**config.mk**
```make
export PLATFORM = sky130hd
export DESIGN_NAME = draw_slot_scheduler
export DESIGN_NICKNAME = d
export VERILOG_FILES = /design/src/rtl/draw_pkg.sv /design/src/rtl/rr_picker.sv /design/src/rtl/draw_slot_scheduler.sv
export SDC_FILE = /design/constraint.sdc
export NUM_CORES = 1
export LEC_CHECK = 0
export CAP_MARGIN = 0
export CORE_ASPECT_RATIO = 0.5
export CORE_MARGIN = 5
export CORE_UTILIZATION = 38
export CTS_CLUSTER_DIAMETER = 100
export DETAILED_ROUTE_END_ITERATION = 8
export GPL_ROUTABILITY_DRIVEN = 0
export PLACE_DENSITY = 0.83
export SYNTH_ARGS = -nofsm -noshare
export SYNTH_HDL_FRONTEND = slang
export SYNTH_SLANG_ARGS = --single-unit
```
**constraint.sdc**
```tcl
create_clock -name clk -period 3.5 [get_ports clk]
set_input_delay 0.35 -clock clk [delete_from_list [all_inputs] [get_ports clk]]
set_output_delay 0.35 -clock clk [all_outputs]
set_load 0.01 [all_outputs]
```
**src/rtl/draw_pkg.sv**
```systemverilog
// Shared definitions for the draw slot scheduler: state encoding and default geometry.
// The legacy free-running sweep is selected with DRAW_SLOT_SCHED_LEGACY_EN (see top).
package draw_pkg;

  localparam logic [1:0] ST_IDLE = 2'd0;
  localparam logic [1:0] ST_DRAW = 2'd1;
  localparam logic [1:0] ST_ACK  = 2'd2;

  typedef enum logic [1:0] {
    S_IDLE = ST_IDLE,
    S_DRAW = ST_DRAW,
    S_ACK  = ST_ACK
  } state_e;

  localparam int X_W                 = 8;
  localparam int Y_W                 = 8;
  localparam int COL_W               = 9;
  localparam int SLOT_CYCLES_DEFAULT = 41;

  function automatic int ch_w(input int n);
    return (n > 1) ? $clog2(n) : 1;
  endfunction

endpackage

```
**src/rtl/rr_picker.sv**
```systemverilog
// Combinational round-robin priority encoder: first request after the last pointer wins.
module rr_picker #(
  parameter int NUM_CH = 6,
  parameter int CH_W   = 3
) (
  input  logic [NUM_CH-1:0] req_i,
  input  logic [CH_W-1:0]   last_i,
  output logic              vld_o,
  output logic [CH_W-1:0]   win_o
);

  // Scan from farthest to nearest so the nearest candidate after last_i is written last.
  always_comb begin
    vld_o = |req_i;
    win_o = '0;
    for (int k = NUM_CH; k >= 1; k--) begin
      if (req_i[(int'(last_i) + k) % NUM_CH])
        win_o = CH_W'((int'(last_i) + k) % NUM_CH);
    end
  end

endmodule

```
**src/rtl/draw_slot_scheduler.sv**
```systemverilog
// Time-shares one VGA plot port among NUM_CH sprite channels in SLOT_CYCLES-long slots.
// Define DRAW_SLOT_SCHED_LEGACY_EN for the legacy free-running sweep over all channels.
module draw_slot_scheduler #(
  parameter int  NUM_CH      = 6,
  parameter int  SLOT_CYCLES = draw_pkg::SLOT_CYCLES_DEFAULT,
  parameter int  X_W         = draw_pkg::X_W,
  parameter int  Y_W         = draw_pkg::Y_W,
  parameter int  COL_W       = draw_pkg::COL_W,
  localparam int CH_W        = draw_pkg::ch_w(NUM_CH)
) (
  input  logic                    clk,
  input  logic                    resetn,
  input  logic [NUM_CH*X_W-1:0]   ch_x,
  input  logic [NUM_CH*Y_W-1:0]   ch_y,
  input  logic [NUM_CH*COL_W-1:0] ch_colour,
  input  logic [NUM_CH-1:0]       ch_dirty,
  output logic [NUM_CH-1:0]       ch_ack,
  output logic [CH_W-1:0]         cur_ch,
  output logic [X_W-1:0]          x_out,
  output logic [Y_W-1:0]          y_out,
  output logic [COL_W-1:0]        colour_out,
  output logic                    plot
);
  import draw_pkg::*;

  localparam int              SC_W    = (SLOT_CYCLES > 1) ? $clog2(SLOT_CYCLES) : 1;
  localparam logic [SC_W-1:0] SC_LAST = SC_W'(SLOT_CYCLES - 1);

  state_e              state_q, state_d;
  logic [NUM_CH-1:0]   pending_q, pending_d;
  logic [CH_W-1:0]     last_q, last_d;
  logic [CH_W-1:0]     cur_q, cur_d;
  logic [SC_W-1:0]     slot_q, slot_d;
  logic [X_W-1:0]      x_q, x_d;
  logic [Y_W-1:0]      y_q, y_d;
  logic [COL_W-1:0]    col_q, col_d;
  logic                plot_q, plot_d;
  logic [NUM_CH-1:0]   ack_q, ack_d;

  logic [NUM_CH-1:0]   clr, cand;
  logic                pick_vld;
  logic [CH_W-1:0]     pick_win;

  // The finishing channel is cleared before the choice, so it only wins again on a fresh request.
  assign clr       = (state_q == S_ACK) ? (NUM_CH'(1) << cur_q) : '0;
  assign pending_d = (pending_q & ~clr) | ch_dirty;

`ifdef DRAW_SLOT_SCHED_LEGACY_EN
  assign cand = '1;
`else
  assign cand = pending_d;
`endif

  rr_picker #(.NUM_CH(NUM_CH), .CH_W(CH_W)) u_pick (
    .req_i  (cand),
    .last_i (last_q),
    .vld_o  (pick_vld),
    .win_o  (pick_win)
  );

  always_comb begin
    state_d = state_q;
    last_d  = last_q;
    cur_d   = cur_q;
    slot_d  = slot_q;
    x_d     = x_q;
    y_d     = y_q;
    col_d   = col_q;
    plot_d  = 1'b0;
    ack_d   = '0;
    case (state_q)
      S_IDLE: begin
        if (pick_vld) begin
          state_d = S_DRAW;
          cur_d   = pick_win;
          last_d  = pick_win;
          slot_d  = '0;
        end
      end
      S_DRAW: begin
        x_d    = ch_x[int'(cur_q)*X_W +: X_W];
        y_d    = ch_y[int'(cur_q)*Y_W +: Y_W];
        col_d  = ch_colour[int'(cur_q)*COL_W +: COL_W];
        plot_d = 1'b1;
        slot_d = slot_q + 1'b1;
        if (slot_q == SC_LAST) state_d = S_ACK;
      end
      S_ACK: begin
        ack_d[cur_q] = 1'b1;
        if (pick_vld) begin
          state_d = S_DRAW;
          cur_d   = pick_win;
          last_d  = pick_win;
          slot_d  = '0;
        end else begin
          state_d = S_IDLE;
        end
      end
      default: state_d = S_IDLE;
    endcase
  end

  always_ff @(posedge clk or negedge resetn) begin
    if (!resetn) begin
      state_q   <= S_IDLE;
      pending_q <= '0;
      last_q    <= CH_W'(NUM_CH - 1);
      cur_q     <= '0;
      slot_q    <= '0;
      x_q       <= '0;
      y_q       <= '0;
      col_q     <= '0;
      plot_q    <= 1'b0;
      ack_q     <= '0;
    end else begin
      state_q   <= state_d;
      pending_q <= pending_d;
      last_q    <= last_d;
      cur_q     <= cur_d;
      slot_q    <= slot_d;
      x_q       <= x_d;
      y_q       <= y_d;
      col_q     <= col_d;
      plot_q    <= plot_d;
      ack_q     <= ack_d;
    end
  end

  assign ch_ack     = ack_q;
  assign cur_ch     = cur_q;
  assign x_out      = x_q;
  assign y_out      = y_q;
  assign colour_out = col_q;
  assign plot       = plot_q;

endmodule

```
Yosys cells after proc, flatten, opt, wreduce, memory -nomap -nowiden
Index checks and enable logic that the tools add are counted.

Output and inout port bits: 35. Input bits: 158. Register bits: 52.

Div/mod/pow operators: 6. Add/subtract/negate cells: 7. Order comparisons: 8. Muxes and demuxes: 35. Eq/ne operators: 6. Bitwise gates (word level): 3. Reduce and logical (&&, ||, !) cells: 8. Multiply operators: 1. Shifts and indexed selects: 4.

Operator list (number): $lt 32x5->1 const B (6); $mod 32x4->32 const B (6); $shiftx 48x7->8 (2); $shiftx 54x8->9 (1); $bmux 1 s3 (6); $mux 3 (6); $mux 6 (3); $mux 1 (15); $add 3x3->4 const B (3); $pmux 6 s2 (1); $add 3x2->4 const B (2); $mul 3x4->7 const B (1); $add 6x1->6 const B (1); $and 6x6->6 (1); $eq 6x6->1 const B (1); $not 6->6 (1); $or 6x6->6 (1); $pmux 2 s3 (1); $reduce_and 2->1 (3); $reduce_or 6->1 (1); $shl 1x3->6 const A (1); $add 3x1->4 const B (1); $lt 3x4->1 const B (1); $mux 2 (2); 10 further kinds (11).

Logic depth before layout (Yosys ltp)
Gate-level depths: netlist of run 1.

Depth in word-level cells: 14. Gate-level depth with buffers: 14.

Cells and area by module
Synthesis of run 1 repeated with hierarchy kept, for this count alone.

Cell total of the unflattened synthesis: 378. Area, all modules: 3978.8 um^2.

Modules (own cells, without submodules): draw_slot_scheduler (area each 3170.5 um^2, times used 1, sequential area each 1278.7 um^2, cells each 264); rr_picker (area each 808.3 um^2, times used 1, sequential area each 0.0 um^2, cells each 114).

Worst setup path after synthesis of run 1
OpenSTA, ideal clock, no wires.

Kind: reg2reg. From: reg last_q[1]. To: reg cur_q[2], in the netlist cur_ch[2]. Slack: 116 ps. Data arrival time: 3317 ps. Library setup time: 67 ps. Cell stages (with the launch flop): 14. Clock period less this slack: 3384 ps. Cells stage by stage: dfrtp_1 -> buf_2 -> inv_1 -> ha_1 -> a21oi_1 -> inv_1 -> ha_1 -> nand3b_1 -> a22o_1 -> a211oi_2 -> mux2_2 -> a2111oi_4 -> o31ai_2 -> nand2_1.

Cells in the longest elaborated chain, start to end: 11. Elaborated cells between the ends (all ways): 36.

Ends and longest elaborated chain: from (decl) (RTL line draw_slot_scheduler.sv:31) `logic [CH_W-1:0] last_q, last_d;`; from (signal assigned) (RTL line draw_slot_scheduler.sv:107) `last_q <= CH_W'(NUM_CH - 1);`; from (signal assigned) (RTL line draw_slot_scheduler.sv:118) `last_q <= last_d;`; $add 3x3->4 (RTL line rr_picker.sv:17, rr_picker.sv:18); $mod 32x4->32 (RTL line rr_picker.sv:17, rr_picker.sv:18); $bmux 1 s3 (RTL line rr_picker.sv:17) `if (req_i[(int'(last_i) + k) % NUM_CH])`; $mux 1 (implied by the code) (2 in a row) (RTL line rr_picker.sv:17); $mux 3 (5 in a row) (RTL line rr_picker.sv:17); $mux 3 * (RTL line rr_picker.sv:17); to (signal assigned) (RTL line draw_slot_scheduler.sv:119) `cur_q <= cur_d;`; to (decl) (RTL line draw_slot_scheduler.sv:32) `logic [CH_W-1:0] cur_q, cur_d;`.

Mark *: on every way between the ends. The rest lies on a longest branch, timed or not. The select of a mux whose other input is x is not followed. A chain may end at the register's enable or synchronous reset.

Worst setup path in the final report of run 1
From: reg last_q[2]. To: reg cur_q[2], in the netlist cur_ch[2].

The elaborated chain is that of the path after synthesis.

==> results of run 1 <==
through the flow:
step / cells / total power (W) / util, % / setup WS, ns
floorplan: 456 / 0.000844 / - / 0.116
global placement: 778 / 0.00113 / 57.4 / 0.188
detailed placement: 778 / 0.00114 / 57.4 / 0.0967
CTS: 786 / 0.00162 / 58.8 / 0.0716
global route: 788 / 0.00170 / 59.1 / 0.00730
finish: 788 / 0.00161 / 59.1 / 0.170
flip-flops by register name (all words and copies together), names as in the netlist:
name,flops
ch_ack,6
colour_out,9
cur_ch,2
last_q,3
pending_q,6
plot,1
slot_q,6
state_q,2
x_out,8
y_out,8
power by group:
group / internal [W] / total [W] / switching [W] / leakage, nW
Combinational: 0.000315 / 0.000492 / 0.000177 / 1.81
Clock: 0.000264 / 0.000479 / 0.000216 / 0.0658
Sequential: 0.000619 / 0.000636 / 0.0000169 / 0.590
final cells by class:
class                   instances  area [um2]  area share [%]
multi-input cells             361        2700            42.1
repair buffers                210        2050            32.0
flip-flops and latches         51        1280            20.0
well taps                     145         181            2.83
clock buffers                   5         125            1.95
inverters                      13        48.8           0.762
clock inverters                 3        20.0           0.313
cells in the final DEF, fill, tap and decap left out, types with 4 or more instances in the layout:
master,synthesis,layout
clkdlybuf4s50_1,0,191
nor2_1,54,54
o21ai_0,47,47
dfrtp_1,49,47
nand2_1,42,42
mux2i_1,19,19
a221oi_1,18,18
mux2_2,18,18
buf_4,3,18
mux4_2,17,17
ha_1,14,13
inv_1,12,12
nor3_1,11,11
o211ai_1,10,10
and2_1,9,9
a21oi_1,10,9
nand2b_1,8,8
nand3_1,7,7
a21o_1,6,6
clkbuf_16,0,5
o22ai_1,4,4
nor4_1,4,4
nor3b_1,4,4
nor2b_1,4,4
cell usage after synthesis (all sizes together) (3+ instances only):
library cell,n
inv,12
and2,9
nand3,7
mux4,17
a221oi,18
nor3b,4
nor2b,4
o22ai,4
mux2,18
buf,12
nor3,11
nand2,42
or2,4
o21ai,48
a21oi,10
clkbuf,19
nand3b,3
a211oi,4
mux2i,19
nor2,54
nand2b,9
nor4,4
a21o,6
a21boi,4
xor2,3
ha,14
o31ai,3
dfrtp,49
and3b,3
o211ai,10
layer usage:
metal / track usage [%] / share of wire [%] / vias up / wire, um
met3: 3.47 / 6.0 / 26 / 798
met1: 23.5 / 40 / 1988 / 5230
met5: 0 / 0 / - / 0
met2: 36.3 / 53 / 127 / 6940
met4: 5.31 / 1.9 / 0 / 250
li1: - / - / 2067 / -
cell families after synthesis:
kind of cell / Yosys count / share of synthesized area [%]
AOI/OAI and AO/OA: 125 / 20.7
adders and majority gates: 14 / 4.22
and+or+nand+nor: 163 / 19.7
xor gates and xnor gates: 5 / 1.24
muxes: 54 / 18.7
DFF: 51 / 30.8
buffers and inverters: 44 / 4.67
worst paths after layout:
kind                            startpoint      endpoint  cells after the start
worst max-delay path             last_q[2]     cur_ch[2]                     12
worst min-delay path                resetn  pending_q[4]                      1
max in group asynchronous           resetn      x_out[0]                      2
worst max register to register   last_q[2]     cur_ch[2]                     12
min in group clk                  y_out[4]      y_out[4]                      2
worst min register to register    y_out[4]      y_out[4]                      2
worst max-delay path, stage by stage, from the launching register on:
cell       delay [ns]
dfstp_2          0.53
inv_1            0.05
ha_1             0.23
a21o_1           0.21
ha_1             0.29
nand2b_4         0.15
or4b_1           0.50
a31o_1           0.25
and3_1           0.19
o32a_1           0.38
a2111oi_4        0.34
o31ai_2          0.10
nand2_1          0.06
repair_timing:
item,in CTS,in global routing
resized for setup,0,4
setup buffers,0,2
setup endpoints to repair,0,4
==> results.sh, run 1 <==
export IMPL_fp_dieH_um=83.9
export IMPL_synth_top_area_cell="dfrtp_1"
export IMPL_netlist_area_um2=4150
export IMPL_cts_root_buffer_cell="clkbuf_16"
export IMPL_cts_htree_levels=2
export IMPL_clk_pin_slew_worst_paths_ns=0.07
export IMPL_placed_area_um2=6230
export IMPL_wl_um=13200
export IMPL_initialDrtViolationCount=321
export IMPL_io_pins=193
export IMPL_start_util_pct=38.3
export IMPL_core_um2=10800
export IMPL_ys_flop_type="dfrtp_1"
export IMPL_wire_per_inst_um=16.8
export IMPL_yosysWarningCount=0
export IMPL_io_buffers=192
export IMPL_antenna_found_initial=0
export IMPL_synth_area_leaders="dfrtp_1, mux4_2, o21ai_0, mux2_2, nor2_1"
export IMPL_synth_top_area_share_pct=29.5
export IMPL_p_leak_nw=2.47
export IMPL_synth_distinct_cells=68
export IMPL_drive_gt1_share_pct=12.4
export IMPL_status="finished clean"
export IMPL_final_max_slew_viol_count=0
export IMPL_drc=0
export IMPL_ys_async_sr_fraction_pct=100
export IMPL_period_share_pct=95.1
export IMPL_syn_area_per_cell_um2=9.10
export IMPL_ys_ff_latch=51
export IMPL_cp_end_kind="flop"
export IMPL_worst_pin_slew_ns=1.19
export IMPL_dp_hpwl_um=10600
export IMPL_cts_tree="yes"
export IMPL_drv_cap=0
export IMPL_diodes=0
export IMPL_rsz0062_at_grt="false"
export IMPL_cp_max_fo=5
export IMPL_grt_pass1_wl_um=21400
export IMPL_syn_inst=456
export IMPL_ant_nets=0
export IMPL_rrSetupSlack_ns=0.17
export IMPL_cts_sinks=51
export IMPL_vias=4208
export IMPL_skew_ns=0.00888
export IMPL_syn2layout_area_growth_pct=54.2
export IMPL_final_nets=814
export IMPL_critPathKind="flop to flop"
export IMPL_layout_min_cycle_time_ns=3.33
export IMPL_fin_area_um2=6400
export IMPL_hold_violations=0
export IMPL_startpoint_type="flop"
export IMPL_grt_max_degree=43
export IMPL_first_pass_iters=6
export IMPL_die_w_um=158
export IMPL_grt_ovfl_total=0
export IMPL_fin_setup_tns_ns=0
export IMPL_track_usage_pct=19.7
export IMPL_grt_pass1_vias=4364
export IMPL_crit_required_ns=3.73
export IMPL_insertion_delay_ns=0.29
export IMPL_p_per_area_nw_per_um2=251
export IMPL_dieArea_um2=13200
export IMPL_critical_path_arrival_ns=3.56
export IMPL_fillers=938
export IMPL_synth_edf_count=0
export IMPL_clockBufferDepth=2
export IMPL_fmax_mhz=300
export IMPL_maxSlewHeadroom_pct=20.7
export IMPL_holdCritPathClass="primary input to async pin"
export IMPL_via_per_inst=5.34
export IMPL_hold_buffers=0
export IMPL_cts_made_buffers=5
export IMPL_row_count=27
export IMPL_synth_seq_area_share_pct=30.8
export IMPL_ir_drop_mv=0.227
export IMPL_synth_net_count=628
export IMPL_setup_violations=0
export IMPL_holdWs_ns=0.102
Power figures use the tool's default switching activity.
==> run 2, diff against run 1 <==
- CORE_MARGIN: 5 -> 8
==> run 2 against run 1 <==
Against the previous run: global-route usage shrank 1.5 points; final area is essentially flat; sequential cell count is the same; register-to-register slack gained 0.06 ns; clock skew up 0.0012 ns; critical path depth unchanged; combinational power about the same; clock-buffer cell count grew 1; critical path type unchanged.
==> results.sh, run 2 (synthesis results as in run 1) <==
export IMPL_p_seq_share_pct=39.1
export IMPL_setup_violations=0
export IMPL_ir_drop_mv=0.183
export IMPL_clockBufferDepth=2
export IMPL_holdCritPathClass="primary input to async pin"
export IMPL_vias=4204
export IMPL_switching_power_w=0.000409
export IMPL_start_util_pct=38.4
export IMPL_io_buffers=192
export IMPL_swShare_pct=25.1
export IMPL_p_leak_nw=2.47
export IMPL_io_pins=193
export IMPL_drive_gt1_share_pct=12.5
export IMPL_ant_nets=0
export IMPL_cts_root_buffer_cell="clkbuf_16"
export IMPL_cp_end_kind="flop"
export IMPL_final_max_slew_viol_count=0
export IMPL_rsz0062_at_grt="false"
export IMPL_cts_htree_levels=2
export IMPL_fin_setup_tns_ns=0
export IMPL_worst_pin_slew_ns=1.26
export IMPL_layout_min_cycle_time_ns=3.27
export IMPL_mostFrequentLayoutCells="clkdlybuf4s50_1, nor2_1, o21ai_0, dfrtp_1, nand2_1"
export IMPL_cts_made_buffers=5
export IMPL_final_common_cell="clkdlybuf4s50_1"
export IMPL_cts_tree="yes"
export IMPL_crit_required_ns=3.73
export IMPL_clk_pin_slew_worst_paths_ns=0.07
export IMPL_wl_um=14000
export IMPL_critPathKind="flop to flop"
export IMPL_startpoint_type="flop"
export IMPL_dp_hpwl_um=11300
export IMPL_maxSlewHeadroom_pct=15.7
export IMPL_cts_sinks=51
export IMPL_grt_pass1_vias=4340
export IMPL_hold_buffers=0
export IMPL_fp_dieH_um=89.9
export IMPL_antenna_found_initial=0
export IMPL_p_clk_share_pct=30.9
export IMPL_period_share_pct=93.4
export IMPL_dieArea_um2=14700
export IMPL_p_comb_share_pct=30.1
export IMPL_fmax_mhz=306
export IMPL_diodes=0
export IMPL_syn2layout_area_growth_pct=54.3
export IMPL_first_pass_iters=4
export IMPL_drv_cap=0
export IMPL_grt_ovfl_total=0
export IMPL_row_count=27
export IMPL_power_w=0.00163
export IMPL_core_um2=10800
export IMPL_final_nets=813
export IMPL_skew_ns=0.0101
export IMPL_status="finished clean"
export IMPL_internal_power_w=0.00122
export IMPL_via_per_inst=5.34
export IMPL_p_per_area_nw_per_um2=254
export IMPL_hold_violations=0
export IMPL_critical_path_arrival_ns=3.50
export IMPL_insertion_delay_ns=0.29
export IMPL_track_usage_pct=18.2
export IMPL_cp_max_fo=29
export IMPL_drc=0
export IMPL_largest_register_ffs=9
export IMPL_grt_pass1_wl_um=22200
export IMPL_die_w_um=164
export IMPL_grt_max_degree=43
export IMPL_wire_per_inst_um=17.8
export IMPL_initialDrtViolationCount=257
==> run 2: cell count changes in the layout (fill, tap and decap cells not counted) <==
| cell | before | now |
|---|---|---|
| clkinvlp_4 | 2 | 1 |
| ha_2 | 0 | 1 |
| clkinv_2 | 1 | 0 |
| buf_6 | 0 | 1 |
| buf_4 | 18 | 16 |
| clkinv_4 | 0 | 1 |
| ha_4 | 1 | 0 |
| xor2_1 | 3 | 2 |
| clkbuf_8 | 0 | 1 |
| xor2_2 | 0 | 1 |
==> run 2: power by group through the flow <==
stage	Clock [W]	Combinational [W]	Sequential [W]
after global routing	0.000538	0.000527	0.000641
after global placement	0	0.000479	0.000647
after floorplan	0	0.000184	0.000660
after detailed placement	0	0.000490	0.000648
final	0.000502	0.000489	0.000637
after CTS	0.000513	0.000492	0.000636
==> run 2: metal layers <==
metal	routed length (um)	track usage (%)	part of all wire [%]	up-vias
li1	-	-	-	2067
met1	5460	21.0	39	1988
met2	7510	34.7	54	131
met3	833	3.14	6.0	18
met4	184	2.78	1.3	0
met5	0	0	0	-
==> run 2: final timing paths <==
path | cells after the start | endpoint | startpoint | slack (ns)
setup / recovery | 12 | cur_ch[2] | last_q[0] | 0.23
hold / removal | 1 | pending_q[4] | resetn | 0.18
setup reg to reg | 12 | cur_ch[2] | last_q[0] | 0.23
hold reg to reg | 2 | y_out[7] | y_out[7] | 0.48
max in group asynchronous | 2 | colour_out[6] | resetn | 2.59
min in group clk | 2 | y_out[7] | y_out[7] | 0.48
==> run 2: timing repair <==
| item | CTS | global route |
|---|---|---|
| buffers inserted | 0 | 1 |
| endpoints found under the setup margin | 0 | 4 |
| gates resized for setup | 0 | 5 |
==> run 2: area by class of cell <==
class | instances | area (um2)
inverter | 13 | 48.8
clock inverter | 2 | 16.3
fill | 913 | 4400
tap | 145 | 181
clock buffer | 6 | 139
multi-input combinational | 361 | 2690
sequential | 51 | 1280
timing repair buffer | 209 | 2050
==> run 2: stage by stage <==
step                worst slack (ns)  hold WS [ns]  cell area, um2  cells  utilization (%)
floorplan                      0.116        0.0544            4150    456                -
global placement               0.203         0.463            6230    778             57.6
detailed placement             0.138         0.469            6230    778             57.6
CTS                            0.117         0.215            6380    786             59.0
global route                  0.0188         0.250            6410    787             59.3
finish                         0.231         0.182            6410    787             59.3
==> run 2: worst max-delay path: stages (launching register included) <==
cell	delay, ns
dfstp_2	0.54
buf_6	0.21
inv_1	0.11
ha_1	0.22
xnor2_2	0.21
ha_1	0.26
nand3b_1	0.19
a22o_1	0.27
a211oi_2	0.27
mux2_2	0.41
a2111oi_4	0.37
o31ai_2	0.10
nand2_1	0.07
